**config.mk**
```make
export PLATFORM = sky130hd
export DESIGN_NAME = traffic_phase_sequencer
export DESIGN_NICKNAME = d
export VERILOG_FILES = /design/src/rtl/traffic_phase_sequencer.sv
export SDC_FILE = /design/constraint.sdc
export NUM_CORES = 1
export LEC_CHECK = 0
export BUFFER_PORTS_ARGS = -buffer_cell sky130_fd_sc_hd__clkbuf_2
export CORE_UTILIZATION = 30
export CTS_CLUSTER_SIZE = 20
export DETAILED_ROUTE_END_ITERATION = 7
export PLACE_DENSITY = 0.5
export SLEW_MARGIN = 15
export SYNTH_ARGS = -nofsm -noshare
export SYNTH_HDL_FRONTEND = slang
export SYNTH_SLANG_ARGS = --single-unit
```
**constraint.sdc**
```tcl
create_clock -name clk -period 2.05 [get_ports clk]
set_input_delay 0.41 -clock clk [delete_from_list [all_inputs] [get_ports clk]]
set_output_delay 0.41 -clock clk [all_outputs]
set_load 0.005 [all_outputs]
```
**src/rtl/traffic_phase_sequencer.sv**
```systemverilog
// ---------------------------------------------------------------------------
// traffic_phase_sequencer
//
// Purpose:
//   Consumer end of the slow-clock interface. The divided 1 Hz square wave is
//   brought into the clk domain through a two-flop synchroniser. A third flop
//   provides rising-edge detection, which yields a one-clk "second tick".
//   The ticks time a two-road (main/side) intersection through its light
//   phases. A watchdog forces an all-red FAULT state if the ticks stop. The
//   sequencer leaves FAULT by itself after a run of consecutive on-time
//   ticks.
//
// Ports:
//   clk          in   1  fast system clock
//   rst          in   1  asynchronous, active-high reset
//   slow_clk_in  in   1  divided square wave, asynchronous to clk
//   side_req     in   1  side-road vehicle request (level, clk-synchronous)
//   main_light   out  3  {red,yellow,green} for main road, one-hot
//   side_light   out  3  {red,yellow,green} for side road, one-hot
//   sec_tick     out  1  one-clk pulse per slow_clk_in rising edge
//   fault        out  1  high while in FAULT
//   state_o      out  3  current state encoding
// ---------------------------------------------------------------------------
module traffic_phase_sequencer #(
  parameter int GREEN_SECS    = 10,
  parameter int YELLOW_SECS   = 3,
  parameter int ALL_RED_SECS  = 1,
  parameter int TICK_TIMEOUT  = 60000000,
  parameter int RECOVER_TICKS = 2
) (
  input  logic       clk,
  input  logic       rst,
  input  logic       slow_clk_in,
  input  logic       side_req,
  output logic [2:0] main_light,
  output logic [2:0] side_light,
  output logic       sec_tick,
  output logic       fault,
  output logic [2:0] state_o
);

  // State encodings
  localparam logic [2:0] ST_MAIN_GREEN  = 3'd0;
  localparam logic [2:0] ST_MAIN_YELLOW = 3'd1;
  localparam logic [2:0] ST_ALL_RED_1   = 3'd2;
  localparam logic [2:0] ST_SIDE_GREEN  = 3'd3;
  localparam logic [2:0] ST_SIDE_YELLOW = 3'd4;
  localparam logic [2:0] ST_ALL_RED_2   = 3'd5;
  localparam logic [2:0] ST_FAULT       = 3'd6;

  // Light patterns, {red,yellow,green}
  localparam logic [2:0] LT_RED = 3'b100;
  localparam logic [2:0] LT_YEL = 3'b010;
  localparam logic [2:0] LT_GRN = 3'b001;

  // Terminal counts. A phase of D ticks ends on the tick seen with
  // sec_cnt == D-1.
  localparam logic [7:0]  GREEN_LAST   = 8'(GREEN_SECS - 1);
  localparam logic [7:0]  YELLOW_LAST  = 8'(YELLOW_SECS - 1);
  localparam logic [7:0]  ALL_RED_LAST = 8'(ALL_RED_SECS - 1);
  localparam logic [31:0] WD_LAST      = 32'(TICK_TIMEOUT - 1);
  localparam logic [3:0]  REC_TARGET   = 4'(RECOVER_TICKS);

  // -------------------------------------------------------------------------
  // Registers
  // -------------------------------------------------------------------------
  logic        r_s1;
  logic        r_s2;
  logic        r_s3;
  logic [2:0]  r_state;
  logic [7:0]  r_sec_cnt;
  logic [31:0] r_wd_cnt;
  logic [3:0]  r_rec_cnt;
  logic        r_pending;

  logic [2:0]  w_state_next;
  logic [7:0]  w_sec_next;
  logic [31:0] w_wd_next;
  logic [3:0]  w_rec_next;
  logic        w_pending_next;

  logic        w_tick;
  logic        w_wd_expire;
  logic [7:0]  w_dur_last;
  logic [2:0]  w_state_succ;
  logic [3:0]  w_rec_inc;
  logic        w_enter_side_green;

  // -------------------------------------------------------------------------
  // Synchroniser and rising-edge detect
  // r_s1/r_s2 form the metastability chain. r_s3 is the previous
  // synchronised value, so the tick is one clk wide per rising edge.
  // -------------------------------------------------------------------------
  always_ff @(posedge clk or posedge rst) begin
    if (rst) begin
      r_s1 <= 1'b0;
      r_s2 <= 1'b0;
      r_s3 <= 1'b0;
    end else begin
      r_s1 <= slow_clk_in;
      r_s2 <= r_s1;
      r_s3 <= r_s2;
    end
  end

  assign w_tick = r_s2 & ~r_s3;

  // A tick arriving on the same cycle as the watchdog limit counts as on
  // time, so expiry is qualified with the absence of a tick.
  assign w_wd_expire = (r_wd_cnt == WD_LAST) && !w_tick;

  assign w_rec_inc = r_rec_cnt + 4'd1;

  // -------------------------------------------------------------------------
  // Per-state phase length and successor
  // -------------------------------------------------------------------------
  always_comb begin
    w_dur_last   = GREEN_LAST;
    w_state_succ = ST_FAULT;
    case (r_state)
      ST_MAIN_GREEN: begin
        w_dur_last   = GREEN_LAST;
        w_state_succ = ST_MAIN_YELLOW;
      end
      ST_MAIN_YELLOW: begin
        w_dur_last   = YELLOW_LAST;
        w_state_succ = ST_ALL_RED_1;
      end
      ST_ALL_RED_1: begin
        w_dur_last   = ALL_RED_LAST;
        w_state_succ = ST_SIDE_GREEN;
      end
      ST_SIDE_GREEN: begin
        w_dur_last   = GREEN_LAST;
        w_state_succ = ST_SIDE_YELLOW;
      end
      ST_SIDE_YELLOW: begin
        w_dur_last   = YELLOW_LAST;
        w_state_succ = ST_ALL_RED_2;
      end
      ST_ALL_RED_2: begin
        w_dur_last   = ALL_RED_LAST;
        w_state_succ = ST_MAIN_GREEN;
      end
      default: begin
        // FAULT and the unused code 7 have no timed successor.
        w_dur_last   = GREEN_LAST;
        w_state_succ = ST_FAULT;
      end
    endcase
  end

  // -------------------------------------------------------------------------
  // Next-state logic
  // -------------------------------------------------------------------------
  always_comb begin
    w_state_next = r_state;
    w_sec_next   = r_sec_cnt;
    w_rec_next   = r_rec_cnt;

    // The watchdog restarts on every tick and also on its own expiry.
    // Restarting on expiry lets it keep clearing recovery progress while the
    // design is parked in FAULT.
    if (w_tick || w_wd_expire) begin
      w_wd_next = 32'd0;
    end else begin
      w_wd_next = r_wd_cnt + 32'd1;
    end

    if (w_wd_expire) begin
      w_state_next = ST_FAULT;
      w_sec_next   = 8'd0;
      w_rec_next   = 4'd0;
    end else if (r_state == 3'd7) begin
      // Unused encoding: fail safe to all-red.
      w_state_next = ST_FAULT;
      w_sec_next   = 8'd0;
      w_rec_next   = 4'd0;
    end else if (w_tick) begin
      if (r_state == ST_FAULT) begin
        if (w_rec_inc == REC_TARGET) begin
          w_state_next = ST_ALL_RED_2;
          w_sec_next   = 8'd0;
          w_rec_next   = 4'd0;
        end else begin
          w_rec_next   = w_rec_inc;
        end
      end else if (r_sec_cnt == w_dur_last) begin
        if (r_state == ST_MAIN_GREEN && !r_pending) begin
          // Main road keeps green with no side demand. The counter stays
          // parked at its terminal value so the first tick after a request
          // moves on immediately.
          w_sec_next   = GREEN_LAST;
        end else begin
          w_state_next = w_state_succ;
          w_sec_next   = 8'd0;
        end
      end else begin
        w_sec_next     = r_sec_cnt + 8'd1;
      end
    end
  end

  // A request that is present on the same edge as SIDE_GREEN entry survives.
  // That request is then served on the next cycle.
  assign w_enter_side_green = (w_state_next == ST_SIDE_GREEN) &&
                              (r_state != ST_SIDE_GREEN);
  assign w_pending_next     = side_req | (r_pending & ~w_enter_side_green);

  always_ff @(posedge clk or posedge rst) begin
    if (rst) begin
      r_state   <= ST_MAIN_GREEN;
      r_sec_cnt <= 8'd0;
      r_wd_cnt  <= 32'd0;
      r_rec_cnt <= 4'd0;
      r_pending <= 1'b0;
    end else begin
      r_state   <= w_state_next;
      r_sec_cnt <= w_sec_next;
      r_wd_cnt  <= w_wd_next;
      r_rec_cnt <= w_rec_next;
      r_pending <= w_pending_next;
    end
  end

  // -------------------------------------------------------------------------
  // Outputs. Lights decode straight from state so they switch on the same
  // edge as the state itself.
  // -------------------------------------------------------------------------
  always_comb begin
    main_light = LT_RED;
    side_light = LT_RED;
    case (r_state)
      ST_MAIN_GREEN: begin
        main_light = LT_GRN;
        side_light = LT_RED;
      end
      ST_MAIN_YELLOW: begin
        main_light = LT_YEL;
        side_light = LT_RED;
      end
      ST_SIDE_GREEN: begin
        main_light = LT_RED;
        side_light = LT_GRN;
      end
      ST_SIDE_YELLOW: begin
        main_light = LT_RED;
        side_light = LT_YEL;
      end
      default: begin
        main_light = LT_RED;
        side_light = LT_RED;
      end
    endcase
  end

  assign sec_tick = w_tick;
  assign fault    = (r_state == ST_FAULT);
  assign state_o  = r_state;

endmodule

```
==> results of run 1 <==
cell usage in the layout, fill, tap and decap left out, drive strengths merged, types with 3 or more instances in the layout:
master,Yosys,routed
nor2,56,56
dfrtp,51,51
nand2,28,28
buf,5,27
clkbuf,3,21
o21ai,17,17
xnor2,15,15
xor2,15,15
nand3,14,14
and3,12,12
inv,10,9
a21oi,9,9
nand4,8,8
nand2b,6,6
nor3,6,6
nor2b,5,5
o31ai,5,5
and2,4,4
ha,4,4
or3,4,4
nor4,3,3
logic make-up after synthesis:
kind of cell / Yosys count / synth area share (%)
adders and majority gates: 4 / 1.77
DFF: 51 / 45.3
buffers and inverters: 19 / 3.55
and+or+nand+nor: 153 / 27.6
xor gates and xnor gates: 30 / 9.32
AOI/OAI and AO/OA: 47 / 12.6
registers in the layout, indices dropped and copies added, names as in the netlist:
register,cells
r_wd_cnt,32
r_sec_cnt,8
r_rec_cnt,4
state_o,3
r_pending,1
r_s1,1
r_s2,1
r_s3,1
power by group through the flow:
stage / registers [mW] / clock network [mW] / logic, mW
2_1_floorplan: 1.23 / 0 / 0.781
3_3_place_gp: 1.25 / 0 / 1.07
3_5_place_dp: 1.26 / 0 / 1.07
4_1_cts: 1.23 / 0.588 / 1.08
5_1_grt: 1.25 / 0.621 / 1.27
6_report: 1.23 / 0.554 / 1.13
what timing repair did:
action | 4_1_cts | 5_1_grt
gates resized for setup | 1 | 9
pin swaps | 0 | 4
endpoints found under the setup margin | 1 | 13
buffers inserted | 0 | 3
how the worst max path moves through the flow:
| stage | to | slack (ns) | cells after the start |
|---|---|---|---|
| floorplan | r_pending$_DFF_PP0_ | 0.16 | 8 |
| global placement | r_sec_cnt[6]$_DFFE_PP0P_ | 0.06 | 8 |
| detailed placement | r_sec_cnt[6]$_DFFE_PP0P_ | 0.04 | 8 |
| CTS | side_light[2] | 0.03 | 6 |
| global route | side_light[2] | -0.02 | 6 |
| finish | side_light[2] | 0.1 | 6 |
through the flow:
step | hold slack, ns | utilization [%] | std cells | TNS [ns]
after floorplan | 0.331 | - | 304 | 0
after global placement | 0.335 | 34.6 | 445 | 0
after detailed placement | 0.350 | 34.6 | 445 | 0
after CTS | 0.136 | 35.5 | 453 | 0
after global routing | 0.155 | 36.2 | 456 | -0.0354
final | 0.119 | 36.2 | 456 | 0
critical path, cell delays in order, from the launching register on:
cell,delay (ns)
sky130_fd_sc_hd__dfrtp_1,0.41
sky130_fd_sc_hd__buf_4,0.20
sky130_fd_sc_hd__clkinvlp_4,0.13
sky130_fd_sc_hd__nor2_4,0.14
sky130_fd_sc_hd__and2_1,0.20
sky130_fd_sc_hd__nor2_1,0.05
sky130_fd_sc_hd__clkbuf_2,0.10
routing by layer:
metal / global-route usage, % / vias to the layer above
li1: - / 1136
met1: 16.6 / 1087
met2: 22.1 / 23
met3: 2.41 / 5
met4: 2.41 / 0
met5: 0 / -
layout make-up:
| type | instances | area share [%] |
|---|---|---|
| Inverter | 11 | 1.40 |
| Multi-Input combinational cell | 234 | 44.7 |
| Clock inverter | 1 | 0.151 |
| Sequential cell | 51 | 38.6 |
| Tap cell | 111 | 4.20 |
| Timing Repair Buffer | 41 | 8.62 |
| Clock buffer | 7 | 2.31 |
==> impl_summary.log, run 1 <==
[metrics] max layer used: met4
[metrics] clock root buffer: sky130_fd_sc_hd__clkbuf_8
[metrics] worst slew pin tran: 0.359 ns
[metrics] worst IR drop on VDD: 0.251 mV
[metrics] number of max-cap violations: 0
[metrics] sequential power share: 42.2%
[metrics] combined area of all synthesized cells: 2820 sq um
[metrics] switching power: 1.07 mW
[metrics] drt initial violations: 93
[metrics] Total Power: 2.92 mW
[metrics] Clk network pwr share: 19.0%
[metrics] unrepaired setup endpoints after global routing: yes
[metrics] YS warnings: 0
[metrics] Total Nets Final: 352
[metrics] sequential standard cell area: 1280 sq um
[metrics] synth-to-layout area growth: 17.3%
[metrics] DIE AREA: 9790 sq um
[metrics] launch point of the worst reg-to-reg path: state_o[0]$_DFF_PP0_
[metrics] number of cells traversed by the worst register-to-register path: 8
[metrics] maximum number of pins on one net before global-route repair: 52
[metrics] number of levels in the clock H-tree: 2
[metrics] Max FO, Critical Path: 6
[metrics] combinational fraction of design power: 38.8%
[metrics] capture instance of the worst register-to-register path: r_pending$_DFF_PP0_
[metrics] status: complete, no violations
[metrics] final worst clock skew: 0.0126 ns
[metrics] number of antenna violations at the first check in global routing: 0
[metrics] Crit path required time: 1.64 ns
[metrics] number of inserted diodes: 0
[metrics] post-layout minimum cycle time: 1.95 ns
[metrics] number of buffers created by CTS: 5
[metrics] Longest Clk Path Bufs: 2
[metrics] ratio of total power to cell area: 881 nW/um^2
[metrics] total met2 wirelength after detailed routing: 2820 um
[metrics] Clk pin slew, worst setup/hold paths: 0.09 ns
[metrics] most frequent cells after synthesis: sky130_fd_sc_hd__nor2_1, sky130_fd_sc_hd__dfrtp_1, sky130_fd_sc_hd__nand2_1
[metrics] wire length per cell: 12.8 um
[metrics] Post-DRT Antenna Nets: 0
[metrics] Rel. slew slack: 76.1%
[metrics] clock latency at the later pin of the worst-skew pair: 0.30 ns
[metrics] clock sink total: 51
[metrics] number of core rows: 35
[metrics] worst setup path start: state_o[0]$_DFF_PP0_
[metrics] Top-Level Pins: 15
[metrics] fillers: 954
[metrics] number of hold buffers added after CTS: 0
[metrics] portion of synthesized cell area occupied by the leading cell type: 45.3%
[metrics] dominant cell by count in the synthesized netlist: sky130_fd_sc_hd__nor2_1
[metrics] # setup viols final: 0
[metrics] TritonCTS clock tree: built
[metrics] upper clock frequency limit: 0.512 GHz
[metrics] wire length of the first global-routing pass: 10200 um
[metrics] Lkg Pwr: 1.45 nW
[metrics] Int Power: 1.84 mW
[metrics] Avg Cell Area, Syn: 9.28 sq um
[metrics] area taken by multi-input logic gates: 1480 sq um
[metrics] final estimated routing congestion in global placement: 0.748
[metrics] starting utilization of the core area: 30.8%
[metrics] number of global-route vias before repair: 2193
[metrics] total met3 wirelength after detailed routing: 136 um
[metrics] detailed-routing iteration count for the pre-antenna-repair pass: 4
[metrics] fraction of layout cells with a size suffix above 1: 21.2%
[metrics] kind of critical path: register to output pin
[metrics] minimum setup slack in the final design: 0.0962 ns
[metrics] Arr. time, crit path: 1.54 ns
[metrics] library cell occupying the most area in the post-synthesis netlist: sky130_fd_sc_hd__dfrtp_1
[metrics] fin. max-slew vios: 0
[metrics] total via count after detailed routing: 2251
[metrics] CP endpoint kind: output pin
[metrics] post-detailed-route via-to-cell ratio: 4.94
[metrics] fraction of registers with async set or reset after synthesis: 100%
[metrics] slack of the worst reg-to-reg path: 0.12 ns
[metrics] floorplan die height: 99.0 um
[metrics] switching power share of the total: 36.8%
[metrics] period utilization: 95.3%
[metrics] Worst Setup Slack post-DPL: 0.0436 ns
[metrics] final non-filler cell area: 3310 sq um
[metrics] DRC errors left: 0
[metrics] cells after synthesis: 304
[metrics] Yosys reg bits: 51
[metrics] Final Hold Viols: 0
[metrics] Yosys cell types: 53
[metrics] global route total overflow: 0
[metrics] routed length on met1: 2860 um
[metrics] Buffers on Ports: 14
[metrics] main area contributors after synthesis: sky130_fd_sc_hd__dfrtp_1, sky130_fd_sc_hd__nor2_1, sky130_fd_sc_hd__xnor2_1, sky130_fd_sc_hd__xor2_1, sky130_fd_sc_hd__nand2_1
[metrics] final wirelength: 5850 um
[metrics] estimated wirelength of the detail-placed design: 4140 um
[metrics] syn_nets: 312
[metrics] placed instance area: 3160 sq um
[metrics] most used flip-flop cell after synthesis: sky130_fd_sc_hd__dfrtp_1
[metrics] portion of the post-synthesis area used by sequential elements: 45.3%
[metrics] die width: 99.0 um
[metrics] number of enable-type register cells in the synthesized netlist: 0
[metrics] critical path launch point type: register
[metrics] placeable core region: 9150 sq um
[metrics] Tot GR Track Use: 12.7%
[metrics] worst min path class: input pin to asynchronous set/reset pin
Power figures use the tool's default switching activity.
==> inputs of run 2 (changes only) <==
--- a/config.mk
+++ b/config.mk
@@ -9,7 +9,7 @@
 export CORE_UTILIZATION = 30
 export CTS_CLUSTER_SIZE = 20
 export DETAILED_ROUTE_END_ITERATION = 7
-export PLACE_DENSITY = 0.5
+export PLACE_DENSITY = 0.48
 export SLEW_MARGIN = 15
 export SYNTH_ARGS = -nofsm -noshare
 export SYNTH_HDL_FRONTEND = slang
==> constraint.sdc (replaced) <==
create_clock -name clk -period 1.9 [get_ports clk]
set_input_delay 0.38 -clock clk [delete_from_list [all_inputs] [get_ports clk]]
set_output_delay 0.38 -clock clk [all_outputs]
set_load 0.005 [all_outputs]
==> run 2 against run 1 <==
  * The run now ends with negative setup slack left
  * First-iteration DRC count rose by 44%
  * Wire length rose by 12%
  * Sequential share of layout area fell by 4.2 points
  * Worst setup slack got worse by 0.16 ns
  * Die area did not move
==> impl_summary.log, run 2 (synthesized netlist as in run 1, its figures left out) <==
[metrics] status: complete, but fails checks
[metrics] violations in the final reports: negative setup slack
[metrics] Final Hold Viols: 0
[metrics] final wirelength: 6530 um
[metrics] minimum setup slack in the final design: -0.0669 ns
[metrics] critical path launch point type: register
[metrics] number of inserted diodes: 0
[metrics] Worst Setup Slack post-DPL: -0.101 ns
[metrics] worst IR drop on VDD: 0.329 mV
[metrics] final estimated routing congestion in global placement: 0.755
[metrics] number of max-cap violations: 0
[metrics] Post-DRT Antenna Nets: 0
[metrics] post-layout minimum cycle time: 1.97 ns
[metrics] starting utilization of the core area: 30.8%
[metrics] final cell count without fillers: 491
[metrics] post-detailed-route via-to-cell ratio: 4.81
[metrics] Arr. time, crit path: 2.19 ns
[metrics] Regs by FF count: r_wd_cnt: 32 flops, r_sec_cnt: 8 flops, r_rec_cnt: 4 flops
[metrics] estimated wirelength of the detail-placed design: 4490 um
[metrics] die width: 99.0 um
[metrics] Critical Path Slowest Stage Cell: sky130_fd_sc_hd__or3_4
[metrics] Lkg Pwr: 1.67 nW
[metrics] clock sink total: 51
[metrics] fraction of layout cells with a size suffix above 1: 34.2%
[metrics] wire length per cell: 13.3 um
[metrics] number of hold buffers added after CTS: 0
[metrics] # setup viols final: 6
[metrics] Max FO, Critical Path: 7
[metrics] total via count after detailed routing: 2362
[metrics] period utilization: 104%
[metrics] register name with the most flops: r_wd_cnt
[metrics] final worst hold slack: 0.0982 ns
[metrics] Tot GR Track Use: 14.1%
[metrics] kind of critical path: register to register
[metrics] Crit path required time: 2.12 ns
[metrics] Longest Clk Path Bufs: 2
[metrics] number of levels in the clock H-tree: 2
[metrics] most common cell after layout, fill and taps aside: sky130_fd_sc_hd__buf_4
[metrics] commonest non-fill, non-tap cells in the layout: sky130_fd_sc_hd__buf_4, sky130_fd_sc_hd__dfrtp_1, sky130_fd_sc_hd__nor2_1
[metrics] Buffers on Ports: 14
[metrics] clock root buffer: sky130_fd_sc_hd__clkbuf_8
[metrics] DIE AREA: 9790 sq um
[metrics] clock latency at the later pin of the worst-skew pair: 0.30 ns
[metrics] Rel. slew slack: 76.1%
[metrics] Clk pin slew, worst setup/hold paths: 0.09 ns
[metrics] floorplan die height: 99.0 um
[metrics] worst slew pin tran: 0.358 ns
[metrics] DRC errors left: 0
[metrics] Bufs and invs on worst path: 1
[metrics] ratio of total power to cell area: 955 nW/um^2
[metrics] Total Nets Final: 387
[metrics] # placed instances: 474
[metrics] number of buffers created by CTS: 5
[metrics] TritonCTS clock tree: built
[metrics] critical path's top delay family: compound AO/OA/AOI/OAI gates
[metrics] worst min path class: input pin to asynchronous set/reset pin
[metrics] number of global-route vias before repair: 2435
[metrics] drt initial violations: 134
[metrics] detailed-routing iteration count for the pre-antenna-repair pass: 4
[metrics] Slowest Stage Delay on Critical Path: 0.43 ns
[metrics] wire length of the first global-routing pass: 11200 um
[metrics] number of antenna violations at the first check in global routing: 0
[metrics] unrepaired setup endpoints after global routing: yes
[metrics] number of flip-flops in the largest register: 32
[metrics] slack of the worst reg-to-reg path: -0.07 ns
[metrics] cell breakdown of the critical path: or3_4 > clkinv_2 > nor4b_4 > o2111ai_4 > nand3_2 > a31oi_1 > o21ai_2 > o31ai_2
[metrics] Top-Level Pins: 15
[metrics] synth-to-layout area growth: 31.6%
[metrics] global route total overflow: 0
[metrics] maximum number of pins on one net before global-route repair: 52
[metrics] fraction of the core area covered by cells at the end of the flow: 40.5%
[metrics] placeable core region: 9150 sq um
[metrics] final worst clock skew: 0.00297 ns
[metrics] number of core rows: 35
[metrics] CP endpoint kind: register
[metrics] upper clock frequency limit: 0.508 GHz
[metrics] fin. max-slew vios: 0
[metrics] TNS Setup: -0.135 ns
-- run 2: tightest hold or removal path: cells and delay by family --
kind	cells	cell delay, ns
buf+inv	3	0.42
-- run 2: layer usage --
layer / track usage [%] / routed length (um) / vias up
met1: 18.3 / 3140 / 1126
met5: 0 / 0 / -
met4: 2.99 / 38 / 0
met3: 2.48 / 162 / 4
met2: 24.6 / 3190 / 28
li1: - / - / 1204
-- run 2: final timing paths --
path / from / endpoint / depth (start not counted)
max in group asynchronous: rst / r_wd_cnt[30]$_DFF_PP0_ / 3
setup reg to reg: state_o[0]$_DFF_PP0_ / r_sec_cnt[6]$_DFFE_PP0P_ / 8
hold / removal: rst / state_o[2]$_DFF_PP0_ / 3
hold reg to reg: r_s1$_DFF_PP0_ / r_s2$_DFF_PP0_ / 0
min in group clk: slow_clk_in / r_s1$_DFF_PP0_ / 1
setup / recovery: state_o[0]$_DFF_PP0_ / r_sec_cnt[6]$_DFFE_PP0P_ / 8
-- run 2: final cells by class --
class / count / area, sq um
well taps: 111 / 139
fillers: 911 / 5440
flip-flops and latches: 51 / 1280
clock buffers: 8 / 100
multi-input cells: 235 / 1600
inverters: 11 / 42.5
repair buffers: 75 / 552
-- run 2: repair_timing --
| action | CTS | global route |
|---|---|---|
| endpoints found under the hold margin | 0 | 0 |
| endpoints found under the setup margin | 15 | 49 |
| buffers inserted | 6 | 5 |
| gates cloned | 1 | 0 |
| pin swaps | 11 | 21 |
| gates resized for setup | 14 | 29 |
-- run 2: power by group --
group	leakage [nW]	switching (mW)	internal, mW
Sequential	0.683	0.116	1.19
Clock	0.0515	0.359	0.333
Combinational	0.935	0.838	0.703
Total	1.67	1.31	2.23
-- run 2: through the flow --
stage | cell area, sq um | power (mW)
2_1_floorplan | 2820 | 2.17
3_3_place_gp | 3380 | 2.63
3_5_place_dp | 3380 | 2.63
4_1_cts | 3580 | 3.45
5_1_grt | 3710 | 3.79
6_report | 3710 | 3.54
